--- config.mk ---
export PLATFORM = sky130hd
export DESIGN_NAME = ex_wb_stage
export DESIGN_NICKNAME = d
export VERILOG_FILES = /design/src/rtl/ex_wb_stage.sv
export SDC_FILE = /design/constraint.sdc
export NUM_CORES = 1
export LEC_CHECK = 0
export BUFFER_PORTS_ARGS = -buffer_cell sky130_fd_sc_hd__buf_2
export CORE_MARGIN = 10
export CORE_UTILIZATION = 51
export CTS_CLUSTER_DIAMETER = 120
export CTS_CLUSTER_SIZE = 8
export DETAILED_ROUTE_END_ITERATION = 10
export PLACE_DENSITY = 0.76
export SLEW_MARGIN = 10
export SYNTH_ARGS = -nofsm -noshare
export SYNTH_HDL_FRONTEND = slang
export SYNTH_SLANG_ARGS = --single-unit
--- constraint.sdc ---
create_clock -name clk -period 5.82 [get_ports clk]
set_input_delay 1.164 -clock clk [delete_from_list [all_inputs] [get_ports clk]]
set_output_delay 1.164 -clock clk [all_outputs]
set_load 0.005 [all_outputs]
--- src/rtl/ex_wb_stage.sv ---
// ex_wb_stage: execute/write-back stage driving a registered register-file write port.
// Define EX_MUL_EN to build the iterative shift-add multiplier (funct 6'h18) and its stall logic.
module ex_wb_stage #(
    parameter int WIDTH    = 32,
    parameter int MUL_STEP = 1
) (
    input  logic             clk,
    input  logic             rst,
    input  logic             in_valid,
    input  logic [WIDTH-1:0] Rs_data_in,
    input  logic [WIDTH-1:0] Rt_data_in,
    input  logic [5:0]       Funct_ctrl_in,
    input  logic [4:0]       shamt_in,
    input  logic [4:0]       Rd_addr_in,
    input  logic [1:0]       ALU_op_in,
    input  logic             Reg_w_in,
    output logic             stall,
    output logic [WIDTH-1:0] Rd_data_out,
    output logic [4:0]       Rd_addr_out,
    output logic             Reg_w_out
);

    localparam logic [5:0] F_SLL = 6'h00;
    localparam logic [5:0] F_SRL = 6'h02;
    localparam logic [5:0] F_ADD = 6'h20;
    localparam logic [5:0] F_SUB = 6'h22;
    localparam logic [5:0] F_AND = 6'h24;
    localparam logic [5:0] F_OR  = 6'h25;
    localparam logic [5:0] F_SLT = 6'h2a;

    logic             accept;
    logic [WIDTH-1:0] alu_res;
    logic             alu_ok;
    logic             is_mul;
    logic             mul_done;
    logic [WIDTH-1:0] mul_result;

    assign accept = in_valid & ~stall;

    always_comb begin
        // NOTE: every signal written here gets a default first, so no path through the case infers a latch.
        alu_res = '0;
        alu_ok  = 1'b0;
        is_mul  = 1'b0;
        case (ALU_op_in)
            2'b00: begin alu_res = Rs_data_in + Rt_data_in; alu_ok = 1'b1; end
            2'b01: begin alu_res = Rs_data_in - Rt_data_in; alu_ok = 1'b1; end
            2'b10: begin
                case (Funct_ctrl_in)
                    F_ADD: begin alu_res = Rs_data_in + Rt_data_in; alu_ok = 1'b1; end
                    F_SUB: begin alu_res = Rs_data_in - Rt_data_in; alu_ok = 1'b1; end
                    F_AND: begin alu_res = Rs_data_in & Rt_data_in; alu_ok = 1'b1; end
                    F_OR:  begin alu_res = Rs_data_in | Rt_data_in; alu_ok = 1'b1; end
                    F_SLT: begin
                        alu_res = {{(WIDTH-1){1'b0}}, ($signed(Rs_data_in) < $signed(Rt_data_in))};
                        alu_ok  = 1'b1;
                    end
                    F_SLL: begin alu_res = Rt_data_in << shamt_in; alu_ok = 1'b1; end
                    F_SRL: begin alu_res = Rt_data_in >> shamt_in; alu_ok = 1'b1; end
`ifdef EX_MUL_EN
                    6'h18: is_mul = 1'b1;
`endif
                    default: ;
                endcase
            end
            default: ;
        endcase
    end

`ifdef EX_MUL_EN
    typedef enum logic {IDLE = 1'b0, MUL_BUSY = 1'b1} state_t;

    localparam int MUL_CYCLES = WIDTH / MUL_STEP;
    localparam int CNT_W      = $clog2(MUL_CYCLES + 1);

    state_t           state_q, state_d;
    logic [CNT_W-1:0] cnt_q, cnt_d;
    logic [WIDTH-1:0] mcand_q, mcand_d;
    logic [WIDTH-1:0] mplier_q, mplier_d;
    logic [WIDTH-1:0] acc_q, acc_d;
    logic [4:0]       mul_addr_q, mul_addr_d;
    logic             mul_w_q, mul_w_d;

    always_comb begin
        state_d    = state_q;
        cnt_d      = cnt_q;
        mcand_d    = mcand_q;
        mplier_d   = mplier_q;
        acc_d      = acc_q;
        mul_addr_d = mul_addr_q;
        mul_w_d    = mul_w_q;
        mul_done   = 1'b0;
        case (state_q)
            IDLE: begin
                if (accept && is_mul) begin
                    state_d    = MUL_BUSY;
                    cnt_d      = CNT_W'(MUL_CYCLES);
                    mcand_d    = Rs_data_in;
                    mplier_d   = Rt_data_in;
                    acc_d      = '0;
                    mul_addr_d = Rd_addr_in;
                    mul_w_d    = Reg_w_in;
                end
            end
            MUL_BUSY: begin
                // Retire MUL_STEP multiplier bits; only the low WIDTH product bits are kept.
                for (int i = 0; i < MUL_STEP; i++) begin
                    if (mplier_q[i]) acc_d = acc_d + (mcand_q << i);
                end
                mcand_d  = mcand_q << MUL_STEP;
                mplier_d = mplier_q >> MUL_STEP;
                cnt_d    = cnt_q - CNT_W'(1);
                if (cnt_q == CNT_W'(1)) begin
                    mul_done = 1'b1;
                    state_d  = IDLE;
                end
            end
            default: state_d = IDLE;
        endcase
    end

    always_ff @(posedge clk) begin
        // NOTE: sequential state uses non-blocking assignments so every register samples pre-edge values.
        if (rst) begin
            state_q    <= IDLE;
            cnt_q      <= '0;
            mcand_q    <= '0;
            mplier_q   <= '0;
            acc_q      <= '0;
            mul_addr_q <= '0;
            mul_w_q    <= 1'b0;
        end else begin
            state_q    <= state_d;
            cnt_q      <= cnt_d;
            mcand_q    <= mcand_d;
            mplier_q   <= mplier_d;
            acc_q      <= acc_d;
            mul_addr_q <= mul_addr_d;
            mul_w_q    <= mul_w_d;
        end
    end

    assign mul_result = acc_d;
    assign stall      = (state_q == MUL_BUSY);
`else
    assign mul_done   = 1'b0;
    assign mul_result = '0;
    assign stall      = 1'b0;
`endif

    logic [WIDTH-1:0] rd_data_q, rd_data_d;
    logic [4:0]       rd_addr_q, rd_addr_d;
    logic             reg_w_q, reg_w_d;

    always_comb begin
        rd_data_d = rd_data_q;
        rd_addr_d = rd_addr_q;
        reg_w_d   = 1'b0;
        if (mul_done) begin
            rd_data_d = mul_result;
`ifdef EX_MUL_EN
            rd_addr_d = mul_addr_q;
            reg_w_d   = mul_w_q;
`endif
        end else if (accept && !is_mul) begin
            // Unsupported ops still complete in one cycle but never write.
            rd_data_d = alu_ok ? alu_res : '0;
            rd_addr_d = Rd_addr_in;
            reg_w_d   = Reg_w_in & alu_ok;
        end
    end

    always_ff @(posedge clk) begin
        if (rst) begin
            rd_data_q <= '0;
            rd_addr_q <= '0;
            reg_w_q   <= 1'b0;
        end else begin
            rd_data_q <= rd_data_d;
            rd_addr_q <= rd_addr_d;
            reg_w_q   <= reg_w_d;
        end
    end

    assign Rd_data_out = rd_data_q;
    assign Rd_addr_out = rd_addr_q;
    assign Reg_w_out   = reg_w_q;

endmodule
Word-level counts from Yosys, hierarchy flattened. Cells that the tools add are included.

Output and inout bits: 39. Register bits after elaboration: 38. Logic and storage cells: 30. Input port bits: 86.

Add/sub/neg operators: 2. Shift operators: 2. $lt $le $gt $ge: 1. Eq/ne operators: 8. Mux-type cells: 5. Bitwise operators: 4. Reduce and logical (&&, ||, !) cells: 5.

Operators with widths (count): 32-bit case mux with 7 select lines (1); 32-bit case mux with 3 select lines (1); 32-bit adder (1); 32-bit bitwise AND (1); 32-bit less-than comparator (1); 32-bit two-way mux (1); 32-bit bitwise OR (1); 32-bit by 5-bit << shifter with 32-bit output (1); 32-bit by 5-bit >> shifter with 32-bit output (1); 32-bit subtractor (1); 6-bit == test, second input constant (5); 7-bit OR reduction (1); 6-bit by 2-bit == test with 1-bit output, second input constant (1); 6-bit zero test (1); 2-bit OR reduction (2); 2-bit by 1-bit == test with 1-bit output, second input constant (1); 2-bit == test, second input constant (1); 2-bit zero test (1); 1-bit case mux with 2 select lines (1); 1-bit bitwise AND (1); 1-bit two-way mux (1); 1-bit NOT (1).

Logic depth before layout (Yosys ltp).
Word-level depth: 5. Mapped depth: 12.

Worst setup path before layout. OpenSTA, ideal clock, no wires.

Path type: input to register. From: input port Rs_data_in[0]. To: register rd_data_q[24] (netlist: Rd_data_out[24]). Data arrival time: 3.552 ns. Setup slack: 2.138 ns. Setup time: 0.129 ns. Buffers on the path: 0. Stages on the path: 11. Cell sequence: ha_1 > fa_1 > a21o_1 > a221o_1 > o211ai_1 > a211oi_1 > a21boi_0 > o21bai_1 > xnor2_1 > a222oi_1 > o21ai_0.

Cells in the longest elaborated chain, start to end: 4.

Ends and longest elaborated chain: from (decl) (RTL line 10) `input logic [WIDTH-1:0] Rs_data_in,`; 32-bit subtractor / 32-bit adder (equally long branches); 32-bit case mux with 7 select lines (RTL line 49) `case (Funct_ctrl_in)`; 32-bit case mux with 3 select lines (*) (RTL line 45) `case (ALU_op_in)`; 32-bit two-way mux (*) (RTL line 167) `rd_data_d = alu_ok ? alu_res : '0;`; to (signal assigned) (RTL line 179) `rd_data_q <= rd_data_d;`; to (decl) (RTL line 151) `logic [WIDTH-1:0] rd_data_q, rd_data_d;`.

Every way passes the cells marked *; elsewhere a longest branch is shown, timed or not. A chain may end at the register's enable or synchronous reset.

Worst setup path after layout.
From: input port Rt_data_in[3]. To: register rd_data_q[0] (netlist: Rd_data_out[0]).

Cells in the longest elaborated chain, start to end: 4.

Ends and longest elaborated chain: from (decl) (RTL line 11) `input logic [WIDTH-1:0] Rt_data_in,`; 32-bit less-than comparator, or another cell as far along (RTL line 55) `alu_res = {{(WIDTH-1){1'b0}}, ($signed(Rs_data_in) < $signed(Rt_data_in))};`; 32-bit case mux with 7 select lines (*) (RTL line 49); 32-bit case mux with 3 select lines (*) (RTL line 45); 32-bit two-way mux (*) (RTL line 167).

Marks and branches as above.

==> impl_results.md <==
- Outcome: completed
- DR pass1 iterations: 6
- Unrepaired setup endpoints after global routing: false
- GRT Resource Usage Total: 0.333
- Post-synth ARST share: 0
- Nets@finish: 1,575
- Met1 Wirelength: 18,000 um
- Final GP Congestion: 1.05
- Hold_sp: Rd_data_out[14]$_SDFFE_PP0P_
- NetSw: 723 uW
- Final Max Slew Viols: 0
- Routed wl met2: 18,400 um
- CTS root buf: clkbuf_16
- Max Freq: 232 MHz
- Flop pwr share: 0.178
- Register area share after synthesis: 0.0783
- ANT nets after route: 0
- Clock Power Share: 0.234
- Port bufs: 123
- CTS tree: done
- Average size of a mapped cell: 7.39 um^2
- Cells after synthesis: 1,315
- Total negative slack: 0 ns
- Drt via density: 7.02
- Worst Hold Slack: 0.445 ns
- Number of buffers created by CTS: 5
- DR DRC count: 0
- Highest routed layer: met4
- Critical Path Source Type: input pin
- Die ar.: 0.0250 mm^2
- Reg2Reg Launch Point: Rd_data_out[0]$_SDFFE_PP0P_
- Yosys warning count: 0
- Grt total ovfl: 0
- Routed wire length: 43,000 um
- Die Width: 158 um
- Core Area: 0.0187 mm^2
- Final Power: 1.58 mW
- Clock-pin transition on the worst setup and hold timing paths: 0.06 ns
- Wire length on met3: 4860 um
- Synthesized flop and latch total: 38
- Hold Path Class: reg -> reg
- Leakage Power: 4.74 nW
- Switching Fraction: 0.457
- Worst slew pin tran: 1.06 ns
- Most instantiated cells after synthesis: nor2_1, a21oi_1, ha_1
- Post-cts sizing count: 0
- First-pass GRT wire length: 63,900 um
- Final min period: 4.31 ns
- CTS Hold Bufs: 0
- Largest net degree at the start of global routing: 59
- Period utilization: 0.740
- Setup Buffers After CTS: 0
- Most common cell in the netlist: nor2_1
- Crit path from: Rt_data_in[3]
- Final Skew: 0 ns
- Area leader, netlist: ha_1
- DR iter-0 viols: 1,480
- Post-DR wirelength/cell: 26.7 um
- Syn nets: 1,516
- Die height: 158 um
- Synth unique cells: 80
- H-tree Lvls: 2
- Vias in the first global route: 10,500
- Combinational power share: 0.588
- DP HPWL: 34,600 um
- Initial antenna violation count: 1
- Post-synth EDFFs: 0
- VDD IR max: 91.0 uV
- P_int: 860 uW
- Setup WS pre-CTS: 1.34 ns
- Mapped Area: 0.00972 mm^2
- Initial Utilization: 0.519
- PD cells: 149 mW/mm^2
- Largest cells by area after synthesis: ha_1, mux2i_1, mux4_2, dfxtp_1, a21oi_1
- Worst Path Required: 6.04 ns
- Clock Latency Late Sink: 0.29 ns
- Vias: 11,300
- Post-synth top area share: 0.146
- Layout Area Growth over Synthesis: 9.45%
- Relative slew slack: 0.296
- Clock tree buffer depth: 2
- Share of layout cells above drive strength 1: 0.172
- Maxcap violations: 0
- Rows: 50
- CTS Sinks: 38
- Final Util: 0.568
- Hold Vio Cnt, Final: 0
- Setup CP Type: in -> reg
- Crit path DAT: 4.52 ns
- Ports: 125
- CP Capture Type: flop
- Crit Path Max Fanout: 9
- # setup viols final: 0
- Most used DFF post-synth: dfxtp_1
- Worst Setup Slack, final: 1.51 ns
cells by family after synthesis:
| family | count (synthesis) | share of synthesized area |
|---|---|---|
| flops | 38 | 0.0783 |
| simple gates | 363 | 0.172 |
| fa+ha+maj | 115 | 0.150 |
| other cells | 1 | 0.000386 |
| mux | 132 | 0.182 |
| compound gates | 445 | 0.313 |
| buf+inv | 195 | 0.0802 |
| xor+xnor | 26 | 0.0234 |
per-layer routing:
metal,GRT usage,vias to the layer above
met5,0,-
met4,0.136,0
met3,0.0825,109
met2,0.488,745
met1,0.456,5422
li1,-,5031
worst paths after layout:
check                           slack (ns)                      endpoint  cells after the start
worst max-delay path                  1.51   Rd_data_out[0]$_SDFFE_PP0P_                     12
worst min-delay path                  0.44  Rd_data_out[14]$_SDFFE_PP0P_                      2
worst max register to register        4.20   Rd_data_out[0]$_SDFFE_PP0P_                      5
worst min register to register        0.44  Rd_data_out[14]$_SDFFE_PP0P_                      2
critical path, stage by stage:
cell and delay, ns:
buf_2 0.17, inv_1 0.09, ha_1 0.47, nor2_1 0.15, a2111oi_2 0.56, nor3_1 0.21, o21ai_0 0.31, a21oi_2 0.20
a311oi_2 0.36, nor4b_1 0.11, or4_1 0.51, a211oi_2 0.22
power by group through the flow:
stage               registers [mW]  clock network, mW  logic, mW
floorplan                    0.288                  0      0.597
global placement             0.287                  0      0.895
detailed placement           0.288                  0      0.894
CTS                          0.282              0.372      0.898
global route                 0.284              0.384      0.991
finish                       0.282              0.370      0.931
per-stage QoR:
stage	std cells	cell area, um^2
floorplan	1315	9720
finish	1610	10600
global placement	1601	10400
detailed placement	1601	10400
CTS	1609	10600
global route	1609	10600
flip-flops by register name (all words and copies together) (netlist names):
signal and count:
Reg_w_out 1, Rd_data_out 32, Rd_addr_out 5
area by class of cell:
cell class	count	area, um^2
multi-input combinational	1082	8180
fill	1824	8070
timing repair buffer	148	828
sequential	38	761
inverter	99	372
tap	234	293
clock buffer	5	125
clock inverter	3	68.8
antenna	1	2.50
cells in the final DEF (no fill, tap or decap), types with 13 or more instances in the layout:
master / count
mux2i_1: 77
o22ai_1: 21
dfxtp_1: 38
nor3_1: 32
ha_1: 113
inv_1: 94
a31oi_1: 13
o31ai_1: 17
nor2b_1: 13
nand2_1: 79
buf_2: 123
xnor2_1: 21
o21ai_0: 66
mux4_2: 34
a22oi_1: 17
nor2_1: 147
nand3_1: 18
a211oi_1: 22
a221oi_1: 23
a21oi_1: 123
buf_4: 23
mux2_2: 21
o211ai_1: 14
a21o_1: 15
Note: power is estimated with default switching activity, not from simulation.
